[src/rtl/serial_add_ctrl_if.sv]
// Handshake/bus bundle for serial_add_ctrl.
// SERIAL_ADD_OVF_EN adds the ovf result signal.
interface serial_add_ctrl_if #(
    parameter int WIDTH = 8
);
    logic             start;
    logic [WIDTH-1:0] a;
    logic [WIDTH-1:0] b;
    logic             cin;
    logic             busy;
    logic             done;
    logic [WIDTH-1:0] sum;
    logic             cout;
`ifdef SERIAL_ADD_OVF_EN
    logic             ovf;

    modport master (
        output start, a, b, cin,
        input  busy, done, sum, cout, ovf
    );
    modport slave (
        input  start, a, b, cin,
        output busy, done, sum, cout, ovf
    );
`else
    modport master (
        output start, a, b, cin,
        input  busy, done, sum, cout
    );
    modport slave (
        input  start, a, b, cin,
        output busy, done, sum, cout
    );
`endif
endinterface

[src/rtl/serial_add_ctrl.sv]
// Bit-serial adder sequencer around one fa_ha, LSB first.
// Optional macro SERIAL_ADD_OVF_EN adds the signed-overflow output ovf.
module fa_ha (
    input  logic i_a,
    input  logic i_b,
    input  logic i_c,
    output logic o_sum,
    output logic o_carry
);
    assign o_sum   = i_a ^ i_b ^ i_c;
    assign o_carry = (i_a & i_b) | (i_c & (i_a ^ i_b));
endmodule

module serial_add_ctrl #(
    parameter int WIDTH = 8,
    parameter int CNT_W = $clog2(WIDTH) + 1
) (
    input  logic             clk,
    input  logic             rst_n,
    serial_add_ctrl_if.slave bus
);
    localparam logic [1:0] S_IDLE = 2'd0;
    localparam logic [1:0] S_RUN  = 2'd1;
    localparam logic [1:0] S_DONE = 2'd2;

    localparam logic [CNT_W-1:0] LAST = CNT_W'(WIDTH - 1);

    logic [1:0]       r_state;
    logic [WIDTH-1:0] r_a_sh;
    logic [WIDTH-1:0] r_b_sh;
    // Upper WIDTH-1 bits of the sum shifter; the bit that would
    // fall out the bottom is only needed on the final edge.
    logic [WIDTH-2:0] r_sum_sh;
    logic             r_carry;
    logic [CNT_W-1:0] r_cnt;
    logic [WIDTH-1:0] r_sum;
    logic             r_cout;
`ifdef SERIAL_ADD_OVF_EN
    logic             r_ovf;
`endif

    logic             w_fa_sum;
    logic             w_fa_carry;
    logic [WIDTH-1:0] w_sum_cat;
    logic             w_last;

    fa_ha u_fa (
        .i_a     (r_a_sh[0]),
        .i_b     (r_b_sh[0]),
        .i_c     (r_carry),
        .o_sum   (w_fa_sum),
        .o_carry (w_fa_carry)
    );

    assign w_sum_cat = {w_fa_sum, r_sum_sh};
    assign w_last    = (r_cnt == LAST);

    // Sequencer: capture, one bit per edge, one-cycle DONE.
    always_ff @(posedge clk or negedge rst_n) begin
        if (!rst_n) begin
            r_state  <= S_IDLE;
            r_a_sh   <= '0;
            r_b_sh   <= '0;
            r_sum_sh <= '0;
            r_carry  <= 1'b0;
            r_cnt    <= '0;
            r_sum    <= '0;
            r_cout   <= 1'b0;
`ifdef SERIAL_ADD_OVF_EN
            r_ovf    <= 1'b0;
`endif
        end else begin
            case (r_state)
                S_IDLE: begin
                    if (bus.start) begin
                        r_a_sh  <= bus.a;
                        r_b_sh  <= bus.b;
                        r_carry <= bus.cin;
                        r_cnt   <= '0;
                        r_state <= S_RUN;
                    end
                end
                S_RUN: begin
                    r_sum_sh <= w_sum_cat[WIDTH-1:1];
                    r_carry  <= w_fa_carry;
                    r_a_sh   <= {1'b0, r_a_sh[WIDTH-1:1]};
                    r_b_sh   <= {1'b0, r_b_sh[WIDTH-1:1]};
                    r_cnt    <= r_cnt + 1'b1;
                    if (w_last) begin
                        r_sum   <= w_sum_cat;
                        r_cout  <= w_fa_carry;
`ifdef SERIAL_ADD_OVF_EN
                        // r_carry here is the carry into the MSB.
                        r_ovf   <= r_carry ^ w_fa_carry;
`endif
                        r_state <= S_DONE;
                    end
                end
                S_DONE: begin
                    r_state <= S_IDLE;
                end
                default: begin
                    r_state <= S_IDLE;
                end
            endcase
        end
    end

    assign bus.busy = (r_state != S_IDLE);
    assign bus.done = (r_state == S_DONE);
    assign bus.sum  = r_sum;
    assign bus.cout = r_cout;
`ifdef SERIAL_ADD_OVF_EN
    assign bus.ovf  = r_ovf;
`endif
endmodule
[src/flat_wrapper.sv]
// flat-port wrapper written by rule: the top's interface ports become plain ports
module serial_add_ctrl_flat 
#(
    parameter int WIDTH = 8,
    parameter int CNT_W = $clog2(WIDTH) + 1
)
  (clk, rst_n, bus_start, bus_a, bus_b, bus_cin, bus_busy, bus_done, bus_sum, bus_cout);
  serial_add_ctrl_if #(.WIDTH(WIDTH)) bus_i ();
  input  logic clk;
  input  logic rst_n;
  input wire logic [$bits(bus_i.start)-1:0] bus_start;
  input wire logic [$bits(bus_i.a)-1:0] bus_a;
  input wire logic [$bits(bus_i.b)-1:0] bus_b;
  input wire logic [$bits(bus_i.cin)-1:0] bus_cin;
  output wire logic [$bits(bus_i.busy)-1:0] bus_busy;
  output wire logic [$bits(bus_i.done)-1:0] bus_done;
  output wire logic [$bits(bus_i.sum)-1:0] bus_sum;
  output wire logic [$bits(bus_i.cout)-1:0] bus_cout;
  assign bus_i.start = bus_start;
  assign bus_i.a = bus_a;
  assign bus_i.b = bus_b;
  assign bus_i.cin = bus_cin;
  assign bus_busy = bus_i.busy;
  assign bus_done = bus_i.done;
  assign bus_sum = bus_i.sum;
  assign bus_cout = bus_i.cout;
  serial_add_ctrl #(.WIDTH(WIDTH), .CNT_W(CNT_W)) u_core (.clk(clk), .rst_n(rst_n), .bus(bus_i));
endmodule
[config.mk]
export PLATFORM = sky130hd
export DESIGN_NAME = serial_add_ctrl_flat
export DESIGN_NICKNAME = d
export VERILOG_FILES = /design/src/rtl/serial_add_ctrl_if.sv /design/src/rtl/serial_add_ctrl.sv /design/src/flat_wrapper.sv
export SDC_FILE = /design/constraint.sdc
export NUM_CORES = 1
export LEC_CHECK = 0
export BUFFER_PORTS_ARGS = -buffer_cell sky130_fd_sc_hd__buf_2
export CAP_MARGIN = 10
export CORE_MARGIN = 4
export CORE_UTILIZATION = 55
export DETAILED_ROUTE_END_ITERATION = 7
export PLACE_DENSITY = 0.79
export SLEW_MARGIN = 0
export SYNTH_ARGS = -nofsm -noshare
export SYNTH_HDL_FRONTEND = slang
export SYNTH_SLANG_ARGS = --single-unit
[constraint.sdc]
create_clock -name clk -period 3.1 [get_ports clk]
set_input_delay 0.31 -clock clk [delete_from_list [all_inputs] [get_ports clk]]
set_output_delay 0.31 -clock clk [all_outputs]
set_load 0.1 [all_outputs]
### Word level (Yosys, flattened, before mapping)

Cells that the tools add are included.

* output and inout bits: 11
* memory bits (read-only): 0
* register bits: 39
* latch bits: 0
* bits of input ports: 20
* word-level logic and storage cells: 36
* bits in writable memories: 0
* memories: 0

* $mul: 0
* equality and inequality tests: 5
* bitwise gates (word level): 5
* add/sub/neg operators: 1
* reduce and logical (&&, ||, !) cells: 6
* magnitude comparators: 0
* mux-type cells: 11
* divide/modulo/power cells: 0
* shift operators: 0

Operators by type and width (count)
* one-hot mux 8 bit (2 select lines): 2
* 2-to-1 mux 8 bit: 2
* one-hot mux 4 bit (2 select lines): 1
* AND reduction 2 bit: 3
* adder 4 x 1 -> 4 bit, second input constant: 1
* == test 4 x 3 -> 1 bit, second input constant: 1
* 2-to-1 mux 2 bit: 2
* 2-to-1 mux 4 bit: 1
* one-hot mux 2 bit (2 select lines): 1
* nonzero test 2 bit: 2
* bitwise AND 1 bit: 2
* == test 2 x 1 -> 1 bit, second input constant: 1
* == test 2 bit, second input constant: 1
* logical NOT 2 bit: 1
* inequality test 2 x 1 -> 1 bit, second input constant: 1
* inequality test 2 bit, second input constant: 1
* one-hot mux 1 bit (2 select lines): 1
* bitwise XOR 1 bit: 2
* 2-to-1 mux 1 bit: 1
* OR 1 bit: 1

### Depth between registers and ports, before layout

Gate-level depths: netlist of the first run.

* depth after elaboration: 4
* depth in mapped cells: 4

### By module

A second synthesis of the first run with hierarchy kept.

* cell total of the unflattened synthesis: 169
* area, all modules: 1765.4 um^2

Modules (own cells, without submodules)
* serial_add_ctrl: area each 1745.4 um^2, cells each 168, times used 1
* fa_ha: area each 20.0 um^2, cells each 1, times used 1

### Worst setup path before layout of the first run

No wires, ideal clock.

* kind: register -> output
* start point: register u_core.r_state[0]
* end point: output port bus_done
* slack: 824 ps
* data arrival time: 1966 ps
* required time: 2790 ps
* stages on the path, launching flop included: 3
* cells stage by stage: dfrtp_1 > clkbuf_1 > nor2b_1

* longest elaborated chain between the ends: 1

RTL lines
* from (decl): RTL line serial_add_ctrl.sv:28 `logic [1:0] r_state;`
* from (signal assigned): RTL line serial_add_ctrl.sv:61 `r_state <= S_IDLE;`
* from (signal assigned): RTL line serial_add_ctrl.sv:80 `r_state <= S_RUN;`
* from (signal assigned): RTL line serial_add_ctrl.sv:96 `r_state <= S_DONE;`
* == test 2 bit: RTL line serial_add_ctrl.sv:110 `assign bus.done = (r_state == S_DONE);`
* to (decl): RTL line flat_wrapper.sv:16 `output wire logic [$bits(bus_i.done)-1:0] bus_done;`

No other way between the ends.

### Final worst setup path of the first run

* start point: register u_core.r_state[1]
* end point: register u_core.r_sum[6], in the netlist u_core.bus.sum[6]

* longest elaborated chain between the ends: 2

RTL lines
* == test 2 x 1 -> 1 bit: RTL line serial_add_ctrl.sv:73 `case (r_state)`
* AND reduction 2 bit (no source line)
* to (signal assigned): RTL line serial_add_ctrl.sv:90 `r_sum <= w_sum_cat;`
* to (decl): RTL line serial_add_ctrl.sv:36 `logic [WIDTH-1:0] r_sum;`

No other way between the ends.
A chain may end at the register's enable or synchronous reset.

==> flow_summary_export.csv, run 1 <==
group,metric,value,unit
status,status,"completed",
floorplan,start_util,58.61,%
min_path,hold_class,"input pin to asynchronous set/reset pin",
floorplan,die_h,62.68,um
yosys,ys_ff_latch,39,
sta,fin_tns_setup,0,ns
pwr,internal_power,1.302,mW
yosys,syn_inst,141,
sta,hold_viol,0,
final_layout,post_route_cells_drive_above_1_share,33.53,%
yosys,ys_types,22,
clock_network,h-tree-depth,2,
sta,relSlewSlack,38.11,%
grt,busiest_layer,"met2",
critical_path,setup.worst_path.class,"flop to flop",
sta,setup_violations,0,
pwr,power.leakage,0.9033,nW
floorplan,rows,19,
final_layout,insertedDiodeCount,0,
drt,dr.pass1.iters,4,
pwr,power_density,1228,nW/um^2
placement,io_buffers,30,
drt,vias,1158,
yosys,synth_area_per_cell,11.66,um^2
clock_network,clk_latency,0.36,ns
grt,met3_usage,4.496,%
critical_path,crit_fanout,22,
clock_network,holdBufCountCts,0,
drt,drtIter0Drc,61,
clock_network,cts.sinks,39,
grt,overflow,0,
clock_network,cts_buffer_depth,2,
sta,fmax,0.4782,GHz
placement,gp_congestion,0.7575,
critical_path,timing.rr.start,"u_core.r_state[1]",
clock_network,ctsResizeCount,0,
yosys,synthAdderAreaFrac,1.979,%
critical_path,crit_arrival,2.35,ns
yosys,ys_warn_count,0,
drt,viasPerCell,5.676,
final_layout,final_nets,194,
floorplan,num_io_pins,31,
pwr,seqPwrFrac,37.5,%
placement,place_area,1815,um^2
yosys,synth_xor_area_share,0,%
yosys,yosys.area_share.simple,9.893,%
final_layout,area_growth,16.59,%
critical_path,worstRegToRegCells,3,
drt,drc_errors,0,
yosys,synth_top_family_by_area,"compound AO/OA/AOI/OAI gates",
grt,grt_pass1_wl,5326,um
clock_network,cts_tree,"done",
grt,met1_usage,21.24,%
yosys,seq_area_frac_synth,59.36,%
grt,gr-usage-all-layers,17.44,%
critical_path,r2r_end,"u_core.bus.sum[6]",
sta,fin_crit_sh,67.45,%
sta,drv_slew,0,
clock_network,postCtsSetupRepairBufs,0,
pwr,clock_power_share,17.7,%
run,drv_cap,0,
floorplan,die_w,62.68,um
yosys,synth_compound_area_share,14.69,%
grt,grt_max_degree,40,
pwr,pwr-share-comb,44.9,%
clock_network,cts_root_buffer,"clkbuf_4",
critical_path,critical_path.endpoint_type,"flop",
pwr,peakVddDrop,0.0006826,V
sta,tightest_slew,0.9264,ns
drt,wirelength,3067,um
sta,rsz0062_at_grt,"false",
floorplan,die-area,3928,um^2
placement,place_hpwl,2072,um
grt,grt_util_met2,27.70,%
drt,wl_per_cell,15.03,um
sta,finalClockSkew,0.005603,ns
yosys,synth_nets,163,
yosys,syn_area,1644,um^2
grt,grt_pass1_vias,1161,
pwr,p_switching,1.051,mW
critical_path,crit_required,3.35,ns
critical_path,start_kind,"flop",
grt,antenna_found_initial,0,
clock_network,clkTransAtPathRegs,0.11,ns
yosys,synth_mux_area_share,11.64,%
clock_network,cts_buffers,5,
sta,finalCriticalPeriod,2.091,ns
pwr,p_sw_share,44.67,%
final_layout,fin_area,1917,um^2
drt,antenna_left,0,
floorplan,core_area,2805,um^2
critical_path,r2r_slack,1.01,ns
metal layers:
metal  routed length [um]  vias to the layer above
met5                    0                        -
met4                   83                        0
met3                  175                        8
met2                 1392                       28
met1                 1415                      563
li1                     -                      559
through the flow:
step	worst slack (ns)	util (%)	power [mW]	std cells	hold slack, ns
3_3_place_gp	1.117	64.72	1.906	196	0.4393
2_1_floorplan	0.8244	-	1.738	141	0.01441
4_1_cts	1.010	68.33	2.368	204	0.06041
6_report	1.009	68.33	2.354	204	0.03903
5_1_grt	0.8515	68.33	2.502	204	0.1056
3_5_place_dp	1.016	64.72	1.953	196	0.4484
power groups by stage:
stage	combinational, mW	clock (mW)	sequential (mW)
final	1.06	0.416	0.882
after global routing	1.14	0.443	0.919
after CTS	1.07	0.420	0.881
after detailed placement	1.06	0	0.893
after global placement	1.03	0	0.877
after floorplan	0.533	0	1.20
layout make-up:
class / instances / area [um^2]
clock buffers: 6 / 41.29
clock inverters: 2 / 60.06
fillers: 237 / 888.4
inverters: 2 / 7.507
multi-input cells: 92 / 628.1
flip-flops and latches: 39 / 975.9
well taps: 31 / 38.79
repair buffers: 32 / 165.2
cells by family after synthesis:
group / count (synthesis)
and+or+nand+nor: 34
adders and majority gates: 2
AOI/OAI and AO/OA: 39
muxes: 17
buffers and inverters: 10
DFF: 39
state kept, by name (all words and copies together), names as in the netlist:
register,flops
u_core.bus.cout,1
u_core.r_cnt,4
u_core.r_state,2
u_core.bus.sum,8
u_core.r_b_sh,8
u_core.r_carry,1
u_core.r_a_sh,8
u_core.r_sum_sh,7
how the worst max path moves through the flow:
stage | to | start | cells after the start
after floorplan | bus_done | u_core.r_state[0] | 2
after detailed placement | u_core.bus.sum[1] | u_core.r_state[1] | 3
after global routing | u_core.bus.sum[1] | u_core.r_state[1] | 3
after global placement | u_core.bus.sum[3] | u_core.r_state[1] | 3
after CTS | u_core.bus.sum[6] | u_core.r_state[1] | 3
final | u_core.bus.sum[6] | u_core.r_state[1] | 3
worst max-delay path: stages, from the launching register on:
cell and delay [ns]:
dfrtp_1 0.61, nand2b_1 0.48, nor3_4 0.50, mux2_2 0.39
synth_stat cells:
library cell,instances,share of area [%]
dfrtp_1,39,59
nand2_1,23,5.3
o21ai_0,19,5.8
mux2_2,17,12
a22oi_1,13,5.9
clkbuf_1,6,1.4
a21oi_1,3,0.91
and3b_1,2,1.1
buf_2,2,0.61
inv_1,2,0.46
nand3_1,2,0.61
nor2_1,2,0.46
nor2b_1,2,0.76
a22o_1,1,0.53
a2bb2oi_1,1,0.53
fa_1,1,1.2
ha_1,1,0.76
nand2b_1,1,0.38
nor3_4,1,0.99
o21bai_1,1,0.46
o311ai_0,1,0.53
or2_2,1,0.38
placed cells by master (no fill, tap or decap):
master      n
clkbuf_1    1
o21bai_1    1
a22oi_1    13
inv_1       2
a22o_1      1
mux2_2     17
a2bb2oi_1   1
buf_2      30
nor3_4      1
nand2_1    23
nor2b_1     2
fa_1        1
buf_4       2
bufinv_16   2
a21oi_1     3
or2_2       1
dfrtp_1    39
nand3_1     2
o311ai_0    1
ha_1        1
clkbuf_4    5
o21ai_0    19
and3b_1     2
nor2_1      2
nand2b_1    1
No activity file was read; power rests on OpenSTA's default activity.
==> run 2: changes to the inputs <==
--- a/config.mk
+++ b/config.mk
@@ -8,9 +8,9 @@
 export BUFFER_PORTS_ARGS = -buffer_cell sky130_fd_sc_hd__buf_2
 export CAP_MARGIN = 10
 export CORE_MARGIN = 4
-export CORE_UTILIZATION = 55
+export CORE_UTILIZATION = 48
 export DETAILED_ROUTE_END_ITERATION = 7
-export PLACE_DENSITY = 0.79
+export PLACE_DENSITY = 0.73
 export SLEW_MARGIN = 0
 export SYNTH_ARGS = -nofsm -noshare
 export SYNTH_HDL_FRONTEND = slang
==> constraint.sdc (replaced) <==
create_clock -name clk -period 1.77 [get_ports clk]
set_input_delay 0.177 -clock clk [delete_from_list [all_inputs] [get_ports clk]]
set_output_delay 0.177 -clock clk [all_outputs]
set_load 0.1 [all_outputs]
==> run 2 against run 1 <==
  * Non-clock buffer count grew 8
  * Clock skew down 0.0032 ns
  * Largest power group unchanged
  * Clock-buffer cell count unchanged
  * Hold slack gained 0.052 ns
  * Sequential share of layout area is 1.3 points lower
  * Total power is 67% higher
  * Global-route usage fell by 0.78 points
  * Sequential cell count unchanged
  * Cell count increased by 10%
==> flow_summary_export.csv, run 2 (synthesis gave the netlist of run 1 again) <==
group,metric,value,unit
sta,rsz0062_at_grt,"false",
drt,viasPerCell,5.293,
grt,gr-usage-all-layers,16.67,%
placement,place_hpwl,2276,um
pwr,power.leakage,0.9257,nW
sta,finalClockSkew,0.002384,ns
drt,wl_per_cell,13.72,um
clock_network,clkTransAtPathRegs,0.11,ns
critical_path,slowest_stage,"dfrtp_2",
critical_path,timing.rr.start,"u_core.r_cnt[0]",
grt,grt_max_degree,23,
critical_path,path_delay_family,"flip-flops",
final_layout,insertedDiodeCount,0,
critical_path,worstPathCellList,"buf_4 > or2_2 > buf_12",
critical_path,start_kind,"flop",
critical_path,setup.worst_path.class,"flop to primary output",
floorplan,core_area,3153,um^2
clock_network,postCtsSetupRepairBufs,0,
clock_network,cts_tree,"done",
final_layout,layout_common_cells,"dfrtp_1, buf_2, nand2_1",
pwr,peakVddDrop,0.0007675,V
critical_path,critical_path_buf_inv_count,2,
min_path,hold_end,"u_core.r_b_sh[7]",
final_layout,final_nets,202,
critical_path,r2r_end,"u_core.bus.sum[4]",
sta,relSlewSlack,67.63,%
final_layout,area_growth,19.79,%
pwr,power_density,1999,nW/um^2
placement,gp_congestion,0.7549,
floorplan,start_util,52.14,%
drt,wirelength,3086,um
critical_path,crit_arrival,1.52,ns
drt,antenna_left,0,
critical_path,worstRegToRegCells,4,
floorplan,die_h,66.53,um
placement,dp_cells,216,
sta,setup_slack,0.07437,ns
sta,fin_crit_sh,95.80,%
floorplan,rows,20,
placement,io_buffers,30,
sta,fin_tns_setup,0,ns
floorplan,num_io_pins,31,
critical_path,r2r_slack,0.16,ns
placement,place_ws,0.1419,ns
final_layout,post_route_cells_drive_above_1_share,37.02,%
floorplan,die-area,4426,um^2
critical_path,crit_fanout,21,
sta,hold-worst-slack,0.09058,ns
final_layout,fin_area,1969,um^2
critical_path,critical_path.endpoint_type,"primary output",
clock_network,cts_buffers,5,
final_layout,regArea,977.2,um^2
final_layout,fin_cells,225,
sta,finalCriticalPeriod,1.696,ns
drt,dr.pass1.iters,4,
clock_network,cts.sinks,39,
critical_path,max_stage_delay,0.46,ns
critical_path,crit_required,1.59,ns
sta,drv_slew,0,
final_layout,final_common_cell,"dfrtp_1",
floorplan,die_w,66.53,um
drt,drtIter0Drc,58,
placement,place_area,1902,um^2
final_layout,n_fill_cell,266,
run,drv_cap,0,
sta,fmax,0.5898,GHz
critical_path,crit_cells,3,
final_layout,multi_input_area,630.6,um^2
grt,grt_pass1_vias,1285,
grt,antenna_found_initial,0,
grt,overflow,0,
min_path,min-delay-start,"bus_b[7]",
pwr,total_power,3.937,mW
drt,vias,1191,
sta,hold_viol,0,
clock_network,clk_latency,0.34,ns
drt,drc_errors,0,
sta,tightest_slew,0.4890,ns
status,status,"completed",
clock_network,cts_buffer_depth,2,
min_path,hold_class,"input pin to flop",
clock_network,cts_root_buffer,"clkbuf_4",
min_path,min_path_cells,3,
final_layout,finish.utilization,62.46,%
grt,grt_pass1_wl,5506,um
clock_network,h-tree-depth,2,
sta,setup_violations,0,
==> run 2: worst max-delay path by stage <==
stage,start,slack [ns],end
CTS,u_core.r_state[0],0.01,bus_done
detailed placement,u_core.r_cnt[0],0.14,u_core.bus.sum[4]
global route,u_core.r_state[0],0.002,bus_busy
floorplan,u_core.r_state[1],0.15,bus_done
global placement,u_core.r_cnt[0],0.20,u_core.bus.sum[4]
finish,u_core.r_state[0],0.07,bus_busy
==> run 2: worst min-delay path: stages <==
cell	delay [ns]
buf_2	0.09
nand2_1	0.05
o21ai_0	0.07
==> run 2: timing repair <==
| item | 4_1_cts | 5_1_grt |
|---|---|---|
| resized for setup | 0 | 2 |
| hold buffers | 1 | 0 |
| endpoints found under the hold margin | 20 | 0 |
| endpoints found under the setup margin | 0 | 2 |
==> run 2: routing by layer <==
layer  global-route usage, %  routed length (um)
met1                   19.74                1329
met2                   27.76                1569
met3                   5.396                 141
met4                   6.853                  46
met5                       0                   0
==> run 2: power by group <==
group | leakage (nW) | switching, mW | internal, mW | total (mW)
sequential | 0.500 | 0.232 | 1.26 | 1.50
clock | 0.0282 | 0.280 | 0.153 | 0.433
combinational | 0.398 | 1.33 | 0.676 | 2.01
total | 0.926 | 1.84 | 2.09 | 3.94
==> run 2: final cells by class <==
cell class	count	share of cell area, %
flip-flops and latches	39	49.62
multi-input cells	92	32.02
inverters	2	0.3812
repair buffers	40	12.45
clock inverters	2	0.6353
well taps	44	2.795
clock buffers	6	2.097
